$ cat src/rtl/veririsc_pkg.sv
// Shared constants for the VeriRISC controller: widths, opcodes, phases.
// Latency: n/a (declarations only).
// Backpressure: n/a.
package veririsc_pkg;

  localparam int OPCODE_W = 3;
  localparam int PHASE_W  = 3;

  // Opcodes as held in the instruction register
  localparam logic [OPCODE_W-1:0] HLT = 3'd0;
  localparam logic [OPCODE_W-1:0] SKZ = 3'd1;
  localparam logic [OPCODE_W-1:0] ADD = 3'd2;
  localparam logic [OPCODE_W-1:0] AND = 3'd3;
  localparam logic [OPCODE_W-1:0] XOR = 3'd4;
  localparam logic [OPCODE_W-1:0] LDA = 3'd5;
  localparam logic [OPCODE_W-1:0] STO = 3'd6;
  localparam logic [OPCODE_W-1:0] JMP = 3'd7;

  // Instruction phases, in execution order
  localparam logic [PHASE_W-1:0] INST_ADDR  = 3'd0;
  localparam logic [PHASE_W-1:0] INST_FETCH = 3'd1;
  localparam logic [PHASE_W-1:0] INST_LOAD  = 3'd2;
  localparam logic [PHASE_W-1:0] IDLE       = 3'd3;
  localparam logic [PHASE_W-1:0] OP_ADDR    = 3'd4;
  localparam logic [PHASE_W-1:0] OP_FETCH   = 3'd5;
  localparam logic [PHASE_W-1:0] ALU_OP     = 3'd6;
  localparam logic [PHASE_W-1:0] STORE      = 3'd7;

  // Instructions that read an operand from memory into the accumulator path
  function automatic logic is_aluop(input logic [OPCODE_W-1:0] op);
    return (op == ADD) || (op == AND) || (op == XOR) || (op == LDA);
  endfunction

endpackage

$ cat src/rtl/veririsc_phase_counter.sv
// Wrapping phase counter for the VeriRISC sequencer.
// Latency: advances one phase per enabled clock edge.
// Backpressure: holds when en_i=0 or freeze_i=1.
module veririsc_phase_counter
  import veririsc_pkg::*;
(
  input  logic               clk,
  input  logic               rst,
  input  logic               en_i,
  input  logic               freeze_i,
  output logic [PHASE_W-1:0] phase_o
);

  logic [PHASE_W-1:0] cnt_q;
  logic [PHASE_W-1:0] cnt_d;

  // Next phase: step when enabled and not frozen; natural wrap STORE -> INST_ADDR
  always_comb begin
    cnt_d = cnt_q;
    if (en_i && !freeze_i) begin
      cnt_d = cnt_q + PHASE_W'(1);
    end
  end

  // Phase register, cleared asynchronously to INST_ADDR
  always_ff @(posedge clk or posedge rst) begin
    if (rst) begin
      cnt_q <= INST_ADDR;
    end else begin
      cnt_q <= cnt_d;
    end
  end

  assign phase_o = cnt_q;

endmodule

$ cat src/rtl/veririsc_ctrl_fsm.sv
// VeriRISC 8-phase controller: address-mux select and datapath/memory strobes.
// Latency: outputs decode combinationally from the registered phase (0 cycles).
// Backpressure: en=0 holds phase and outputs; a halt freezes the phase until rst.
module veririsc_ctrl_fsm
  import veririsc_pkg::*;
(
  input  logic                clk,
  input  logic                rst,
  input  logic                en,
  input  logic [OPCODE_W-1:0] opcode,
  input  logic                zero,
  output logic                sel,
  output logic                rd,
  output logic                ld_ir,
  output logic                halt,
  output logic                inc_pc,
  output logic                ld_ac,
  output logic                ld_pc,
  output logic                wr,
  output logic                data_e,
  output logic [PHASE_W-1:0]  phase
);

  logic [PHASE_W-1:0] phase_q;
  logic               halted_q;
  logic               halted_d;
  logic               aluop;

  // Once halted the counter freezes at OP_FETCH, the phase after OP_ADDR
  veririsc_phase_counter u_phase_cnt (
    .clk      (clk),
    .rst      (rst),
    .en_i     (en),
    .freeze_i (halted_q),
    .phase_o  (phase_q)
  );

  // Halt is sticky: set on the enabled edge leaving OP_ADDR with HLT
  always_comb begin
    halted_d = halted_q;
    if (en && (phase_q == OP_ADDR) && (opcode == HLT)) begin
      halted_d = 1'b1;
    end
  end

  // Halted flag register; only rst clears it
  always_ff @(posedge clk or posedge rst) begin
    if (rst) begin
      halted_q <= 1'b0;
    end else begin
      halted_q <= halted_d;
    end
  end

  assign aluop = is_aluop(opcode);

  // Strobe decode; phases 0-3 never look at opcode so an unsettled IR is harmless
  always_comb begin
    sel    = 1'b0;
    rd     = 1'b0;
    ld_ir  = 1'b0;
    halt   = 1'b0;
    inc_pc = 1'b0;
    ld_ac  = 1'b0;
    ld_pc  = 1'b0;
    wr     = 1'b0;
    data_e = 1'b0;
    if (halted_q) begin
      halt = 1'b1;
    end else begin
      case (phase_q)
        INST_ADDR: begin
          sel = 1'b1;
        end
        INST_FETCH: begin
          sel = 1'b1;
          rd  = 1'b1;
        end
        INST_LOAD, IDLE: begin
          sel   = 1'b1;
          rd    = 1'b1;
          ld_ir = 1'b1;
        end
        OP_ADDR: begin
          inc_pc = 1'b1;
          halt   = (opcode == HLT);
        end
        OP_FETCH: begin
          rd = aluop;
        end
        ALU_OP: begin
          rd     = aluop;
          inc_pc = (opcode == SKZ) && zero;
          ld_pc  = (opcode == JMP);
          data_e = (opcode == STO);
        end
        STORE: begin
          rd     = aluop;
          ld_ac  = aluop;
          ld_pc  = (opcode == JMP);
          wr     = (opcode == STO);
          data_e = (opcode == STO);
        end
        default: begin
          sel = 1'b0;
        end
      endcase
    end
  end

  assign phase = phase_q;

endmodule
$ cat config.mk
export PLATFORM = sky130hd
export DESIGN_NAME = veririsc_ctrl_fsm
export DESIGN_NICKNAME = d
export VERILOG_FILES = /design/src/rtl/veririsc_pkg.sv /design/src/rtl/veririsc_phase_counter.sv /design/src/rtl/veririsc_ctrl_fsm.sv
export SDC_FILE = /design/constraint.sdc
export NUM_CORES = 1
export LEC_CHECK = 0
export ABC_CLOCK_PERIOD_IN_PS = 1560
export CAP_MARGIN = 25
export CORE_MARGIN = 1
export CORE_UTILIZATION = 24
export DETAILED_ROUTE_END_ITERATION = 10
export PLACE_DENSITY_LB_ADDON = 0.12
export SLEW_MARGIN = 25
export SYNTH_ARGS = -nofsm -noshare
export SYNTH_HDL_FRONTEND = slang
export SYNTH_SLANG_ARGS = --single-unit
$ cat constraint.sdc
create_clock -name clk -period 1.56 [get_ports clk]
set_input_delay 0.156 -clock clk [delete_from_list [all_inputs] [get_ports clk]]
set_output_delay 0.156 -clock clk [all_outputs]
set_load 0.02 [all_outputs]
======== After elaboration in Yosys (flattened, before gate mapping) ========
Cells that the tools add are included.
storage, ports and cells
  bits in registers ....................... 4
  bits of input ports ..................... 7
  output and inout port bits .............. 12
  word-level logic and storage cells ...... 50
cells by class
  add/sub/neg operators ................... 1
  equality and inequality tests ........... 14
  muxes and demuxes ....................... 18
  reduce and logical (&&, ||, !) cells .... 15
operator list
  cell                                           count
  == test 3 bit, second input constant           8
  2-to-1 mux 1 bit                               16
  == test 3 x 2 -> 1 bit, second input constant  4
  == test 3 x 1 -> 1 bit, second input constant  2
  zero test 3 bit                                2
  OR reduction 3 bit                             2
  logical AND 1 bit                              4
  one-hot mux 1 bit (2 select lines)             2
  OR reduction 2 bit                             2
  OR reduction 4 bit                             1
  adder 3 x 1 -> 3 bit, second input constant    1
  logical OR 1 bit                               3
  zero test 1 bit                                1

======== Logic depth before layout (Yosys ltp) ========
Gate-level depths: netlist of run 1.
  word-level depth ........................ 6
  depth in mapped cells ................... 5
  gate-level depth less buffers ........... 5

======== Cells and area by module ========
From an unflattened synthesis of run 1, not the netlist that was laid out.
second synthesis, totals
  cell total of the unflattened synthesis .. 32
  area total of the unflattened synthesis .. 302.8 um^2
by module, submodules not included
  module                  times used  cells an instance  area each (um^2)  seq. area each (um^2)
  veririsc_ctrl_fsm       1           22                 157.7             25.0
  veririsc_phase_counter  1           10                 145.1             75.1

======== Worst setup path after synthesis of run 1 ========
No wires, ideal clock.
  path type ............................... flip-flop to output port
  start point ............................. register u_phase_cnt.cnt_q[0], in the netlist u_phase_cnt.phase_o[0]
  end point ............................... output data_e
  arrival ................................. 1.670 ns
  required time ........................... 1.404 ns
  slack ................................... -0.266 ns
  stages on the path, launching flop included .. 5
  buffers on the path ..................... 0
  path through ............................ dfrtp_1 ha_1 ha_1 a21oi_1 nor4_1
between the ends
  cells in the longest elaborated chain, start to end .. 4
  elaborated cells on any way between the ends .. 5
  classes of those cells .................. eq/ne: 2; mux: 2; reduce/logical: 1
ends and longest elaborated chain
  what                                     RTL line                      RTL
  from (decl)                              veririsc_phase_counter.sv:14  logic [PHASE_W-1:0] cnt_q;
  from (signal assigned)                   veririsc_phase_counter.sv:30  cnt_q <= cnt_d;
  == test 3 bit                            veririsc_ctrl_fsm.sv:71       case (phase_q)
  OR reduction 2 bit (no source line) (*)  n/a
  2-to-1 mux 1 bit (*)                     n/a
  2-to-1 mux 1 bit (*)                     veririsc_ctrl_fsm.sv:68       if (halted_q) begin
  to (decl)                                veririsc_ctrl_fsm.sv:20       output logic data_e,
Every way passes the cells marked *; elsewhere a longest branch is shown, timed or not.

======== Final worst setup path of run 1 ========
  start point ............................. register u_phase_cnt.cnt_q[0], in the netlist u_phase_cnt.phase_o[0]
  end point ............................... output rd
between the ends
  cells in the longest elaborated chain, start to end .. 4
  elaborated cells on any way between the ends .. 10
  classes of those cells .................. eq/ne: 6; mux: 2; reduce/logical: 2
ends and longest elaborated chain
  what                                    RTL line                 RTL
  == test 3 bit (tied with other cells)   veririsc_ctrl_fsm.sv:71
  OR reduction 3 bit (no source line)     n/a
  one-hot mux 1 bit (2 select lines) (*)  veririsc_ctrl_fsm.sv:71
  2-to-1 mux 1 bit (*)                    veririsc_ctrl_fsm.sv:68
  to (decl)                               veririsc_ctrl_fsm.sv:13  output logic rd,
Marks and branches as above.

==> results of run 1 <==
==> path summary, 6_finish.rpt <==
path	from	end	depth (start not counted)	slack, ns
worst max register to register	u_phase_cnt.phase_o[2]	halted_q	5	0.22
worst min register to register	u_phase_cnt.phase_o[2]	u_phase_cnt.phase_o[2]	2	0.58
max in group asynchronous	rst	u_phase_cnt.phase_o[2]	2	1.30
worst max-delay path	u_phase_cnt.phase_o[0]	rd	6	-0.19
worst min-delay path	rst	u_phase_cnt.phase_o[1]	2	0.09
min in group clk	u_phase_cnt.phase_o[2]	u_phase_cnt.phase_o[2]	2	0.58
==> synth_stat cells <==
master | n | area, sq um
nor3_1 | 1 | 5.00
nor4_2 | 1 | 12.5
nor2_1 | 5 | 18.8
a41oi_1 | 1 | 8.76
ha_1 | 6 | 75.1
nand2b_4 | 1 | 13.8
mux2_2 | 1 | 11.3
buf_6 | 1 | 11.3
a21oi_1 | 3 | 15.0
a31o_2 | 1 | 8.76
o21a_1 | 1 | 7.51
nor4_1 | 2 | 12.5
o31a_1 | 1 | 8.76
nor3b_2 | 1 | 12.5
nand2_1 | 3 | 11.3
inv_1 | 7 | 26.3
xnor2_1 | 2 | 17.5
o21ai_0 | 1 | 5.00
dfrtp_1 | 4 | 100
==> flip-flops by register name, indices dropped and copies added, names as in the netlist <==
name / flops
halted_q: 1
u_phase_cnt.phase_o: 3
==> area by class of cell <==
class | count | area share, %
Multi-Input combinational cell | 31 | 42.2
Tap cell | 16 | 2.31
Sequential cell | 4 | 12.0
Inverter | 7 | 3.03
Timing Repair Buffer | 35 | 37.4
Clock buffer | 4 | 3.03
==> power groups by stage <==
stage               sequential (mW)  clock (mW)  combinational [mW]
detailed placement            0.216           0               0.938
finish                        0.226       0.147                1.19
CTS                           0.227       0.155                1.12
floorplan                     0.272           0               0.407
global placement              0.214           0               0.939
global route                  0.235       0.160                1.28
==> layout by cell type (no fill, tap or decap), types with 2 or more instances in the layout <==
cell type and instances:
a21oi_2 2, buf_4 17, buf_6 8, clkbuf_4 3, clkdlybuf4s50_1 6, dfrtp_2 3, dlymetal6s2s_1 3, ha_1 2
ha_4 4, inv_1 5, inv_2 2, nand2_1 2, nor2_1 4, nor4_2 2, xnor2_1 2
==> routing by layer <==
| layer | routed length [um] | vias up | part of all wire (%) | global-route usage [%] |
|---|---|---|---|---|
| met2 | 568 | 17 | 50 | 23.1 |
| li1 | - | 221 | - | - |
| met5 | 0 | - | 0 | 0 |
| met4 | 0 | 0 | 0 | 3.87 |
| met3 | 88 | 0 | 7.8 | 7.83 |
| met1 | 471 | 209 | 42 | 15.6 |
==> through the flow <==
step	setup slack, ns	std cells
final	-0.194	97
after global routing	-0.269	97
after CTS	-0.217	96
after detailed placement	-0.430	88
after global placement	-0.455	88
after floorplan	0.00708	43
==> repair_timing <==
| action | CTS | global route |
|---|---|---|
| gates cloned | 0 | 0 |
| hold buffers | 0 | 0 |
| resized for setup | 61 | 13 |
| setup buffers | 4 | 1 |
| endpoints found under the setup margin | 10 | 10 |
| pin swaps | 3 | 4 |
==> logic make-up after synthesis <==
logic type                 count (synthesis)  share of synthesized area (%)
AOI/OAI and AO/OA                          8                           14.1
xor gates and xnor gates                   2                           4.59
adders and majority gates                  6                           19.7
buffers and inverters                      8                           9.84
DFF                                        4                           26.2
muxes                                      1                           2.95
and+or+nand+nor                           14                           22.6
==> critical path, cell delays in order (launching register included) <==
cell,delay [ns]
dfrtp_2,0.43
ha_4,0.18
ha_4,0.16
a21oi_4,0.13
a21oi_2,0.06
o31a_1,0.25
buf_6,0.13
==> flow_summary.toml, run 1 <==
[placement]
place_area_sq_um = 694
port_buffers = 18
globalplace.congestion = 0.709
place_hpwl_um = 843

[clocking]
cts_buffers = 3
root_buffer = "clkbuf_4"
cts.clk_slew.worst_paths_ns = 0.04
cts-htree-levels = 1
clock_latency_ns = 0.24
clockBufferDepth = 2
cts_tree = "done"
cts_sinks = 4

[floorplanning]
pin_count = 19
rows = 14
core_sq_um = 1490
initial_core_util_pct = 25.6
die_x_um = 41.9
dieArea_sq_um = 1750
die_h_um = 41.9

[routing]
drtIter0Drc = 2
avgViaCountPerCell = 4.61
wirelength_um = 1130
vias = 447
antenna_left = 0
firstDrtPassIters = 3
wl_per_cell_um = 11.6
drc = 0

[yosys]
ys_ff_latch = 4
syn_area_sq_um = 382
ys_seq_area_share_pct = 26.2
synth.distinct_cells = 19
yosysWarnings = 0
synthCells = 43
mappedNetlistNets = 56
syn_avg_cell_area_sq_um = 8.87

[sta]
setup_ws_ns = -0.194
rsz0062_at_grt = "true"
final.setup.tns_ns = -0.702
fmax_mhz = 570
min_period_ns = 1.75
setup_viol = 6
hold_violations = 0
worst_slew_pin_slew_ns = 0.296
slew_viol_final = 0
slew_headroom_pct = 80.3
period_share_pct = 112
skew_ns = 0.00497
holdWs_ns = 0.0928

[grt]
first_global_vias = 453
gr-usage-all-layers_pct = 14.1
grt_pass1_wl_um = 1860
grt_max_degree = 7
grt_antenna_before_repair = 0
overflow = 0

[run]
drv_cap = 0

[critical_path]
cp-start-kind = "register"
worstSetupPathType = "reg -> out"
worstPathRequired_ns = 1.40
arrival_ns = 1.60
cp_max_fo = 4
crit_path_end_kind = "output pin"

[cells_and_area]
layout-drive-gt1-share_pct = 63.0
fin_nets = 95
utilization_pct = 58.2
final-seq-area_sq_um = 104
fillers = 136
insertedDiodeCount = 0
multiInputGateArea_sq_um = 365
fin_area_sq_um = 866
syn_to_final_growth_pct = 127

[power_and_ir_drop]
peakVddDrop_v = 0.000928
seqPwrFrac_pct = 14.4
p_leak_nw = 0.397
switching_share_pct = 42.5
fin_total_pwr_mw = 1.57
clock_power_share_pct = 9.4
power_frac_comb_pct = 76.2
intPower_mw = 0.901
powerDensity_nw_per_um2 = 1810
p_switching_mw = 0.666

[outcome]
violations = "negative setup slack"
status = "finished with violations"

[hold_path]
hp-class = "in -> async"
No activity file was read; power rests on OpenSTA's default activity.
==> run 2, diff against run 1 <==
--- a/config.mk
+++ b/config.mk
@@ -15,3 +15,4 @@
 export SYNTH_ARGS = -nofsm -noshare
 export SYNTH_HDL_FRONTEND = slang
 export SYNTH_SLANG_ARGS = --single-unit
+export TNS_END_PERCENT = 10
==> flow_summary.toml, run 2 (same netlist as run 1, synthesis figures left out) <==
[run]
drv_cap = 0

[critical_path]
rr_worst_depth = 5
crit_path_end_kind = "output pin"
arrival_ns = 1.62
worstPathRequired_ns = 1.40
cp_slowest_cell = "dfrtp_2"
r2r-start = "u_phase_cnt.phase_o[2]"
max_stage_delay_ns = 0.43
r2r_end = "halted_q"
rrSetupSlack_ns = 0.24
cp-start-kind = "register"
cpMostUsedCell = "ha_4"
path_cells = "ha_4 > ha_4 > a21oi_4 > a21oi_2 > o31a_1 > buf_6"
cp_max_fo = 3
worstSetupPathType = "reg -> out"

[cells_and_area]
fin_area_sq_um = 723
largest_reg_flops = 3
final_cell_mix = "buf_4 (15), clkdlybuf4s50_1 (8), inv_1 (7)"
fillers = 149
layout-drive-gt1-share_pct = 51.3
multiInputGateArea_sq_um = 302
final_common_cell = "buf_4"
insertedDiodeCount = 0
fin_nets = 90
syn_to_final_growth_pct = 89.5
utilization_pct = 48.6
final-seq-area_sq_um = 104

[outcome]
violations = "negative setup slack"
status = "finished with violations"

[floorplanning]
core_sq_um = 1490
die_h_um = 41.9
initial_core_util_pct = 25.6
die_x_um = 41.9
pin_count = 19
dieArea_sq_um = 1750
rows = 14

[sta]
period_share_pct = 114
fmax_mhz = 563
setup_ws_ns = -0.215
hold_violations = 0
slew_headroom_pct = 83.9
slew_viol_final = 0
skew_ns = 0.00536
min_period_ns = 1.77
setup_viol = 6
rsz0062_at_grt = "true"
worst_slew_pin_slew_ns = 0.239

[clocking]
clockBufferDepth = 2
cts_sinks = 4
cts_hold_buf = 0
cts.clk_slew.worst_paths_ns = 0.04
cts-htree-levels = 1
cts_buffers = 3
root_buffer = "clkbuf_4"
cts_tree = "done"
clock_latency_ns = 0.24

[placement]
globalplace.congestion = 0.709
place_area_sq_um = 694
port_buffers = 18
place_hpwl_um = 843

[grt]
first_global_vias = 423
grt_pass1_wl_um = 1730
overflow = 0
gr-usage-all-layers_pct = 13.3
grt_antenna_before_repair = 0
grt_max_degree = 7

[routing]
drtIter0Drc = 3
drc = 0
wirelength_um = 1030
antenna_left = 0
vias = 421
wl_per_cell_um = 11.2
firstDrtPassIters = 3
avgViaCountPerCell = 4.58

[power_and_ir_drop]
peakVddDrop_v = 0.000931
powerDensity_nw_per_um2 = 1820
p_leak_nw = 0.338

[hold_path]
hp-class = "in -> async"
run 2: per-stage QoR:
stage / setup slack (ns) / setup TNS, ns / power, mW / cells / hold slack [ns]
4_1_cts: -0.233 / -0.775 / 1.35 / 92 / 0.0864
3_5_place_dp: -0.430 / -2.38 / 1.15 / 88 / 0.351
2_1_floorplan: 0.00708 / 0 / 0.679 / 43 / -0.0781
5_1_grt: -0.290 / -1.21 / 1.42 / 92 / 0.101
6_report: -0.215 / -0.488 / 1.32 / 92 / 0.0938
3_3_place_gp: -0.455 / -2.44 / 1.15 / 88 / 0.351
run 2: final cells by class:
type	instances	area share, %
Tap cell	16	2.77
Inverter	7	3.63
Clock buffer	4	3.63
Timing Repair Buffer	30	33.9
Multi-Input combinational cell	31	41.7
Sequential cell	4	14.4
run 2: worst max-delay path: cells and delay by family (launching register included):
kind / cells / cell delay, ns
AOI/OAI and AO/OA: 3 / 0.48
DFF: 1 / 0.43
adders and majority gates: 2 / 0.34
buffers and inverters: 1 / 0.13
run 2: routing by layer:
| layer | track usage [%] | up-vias | part of all wire [%] |
|---|---|---|---|
| met2 | 20.6 | 17 | 46 |
| li1 | - | 212 | - |
| met3 | 7.83 | 0 | 8.8 |
| met1 | 15.4 | 192 | 45 |
| met5 | 0 | - | 0 |
| met4 | 3.87 | 0 | 0 |
run 2: worst max path at each step:
stage,from,end,slack (ns),depth (start not counted)
after CTS,u_phase_cnt.phase_o[0],rd,-0.23,6
after global routing,u_phase_cnt.phase_o[0],rd,-0.29,6
after global placement,opcode[1],inc_pc,-0.45,5
after detailed placement,opcode[1],inc_pc,-0.43,5
after floorplan,u_phase_cnt.phase_o[0],rd,0.007,5
final,u_phase_cnt.phase_o[1],rd,-0.21,6
run 2: what timing repair did:
item,4_1_cts,5_1_grt
endpoints found under the setup margin,10,10
setup buffers,0,0
endpoints found under the hold margin,0,0
gates resized for setup,45,4
pin swaps,1,1
run 2: report_power, final:
group / total (mW) / internal, mW / switching, mW / leakage, nW
clock network: 0.146 / 0.0964 / 0.0495 / 0.0150
logic: 0.948 / 0.492 / 0.457 / 0.277
registers: 0.221 / 0.154 / 0.0672 / 0.0465
total: 1.32 / 0.742 / 0.573 / 0.338
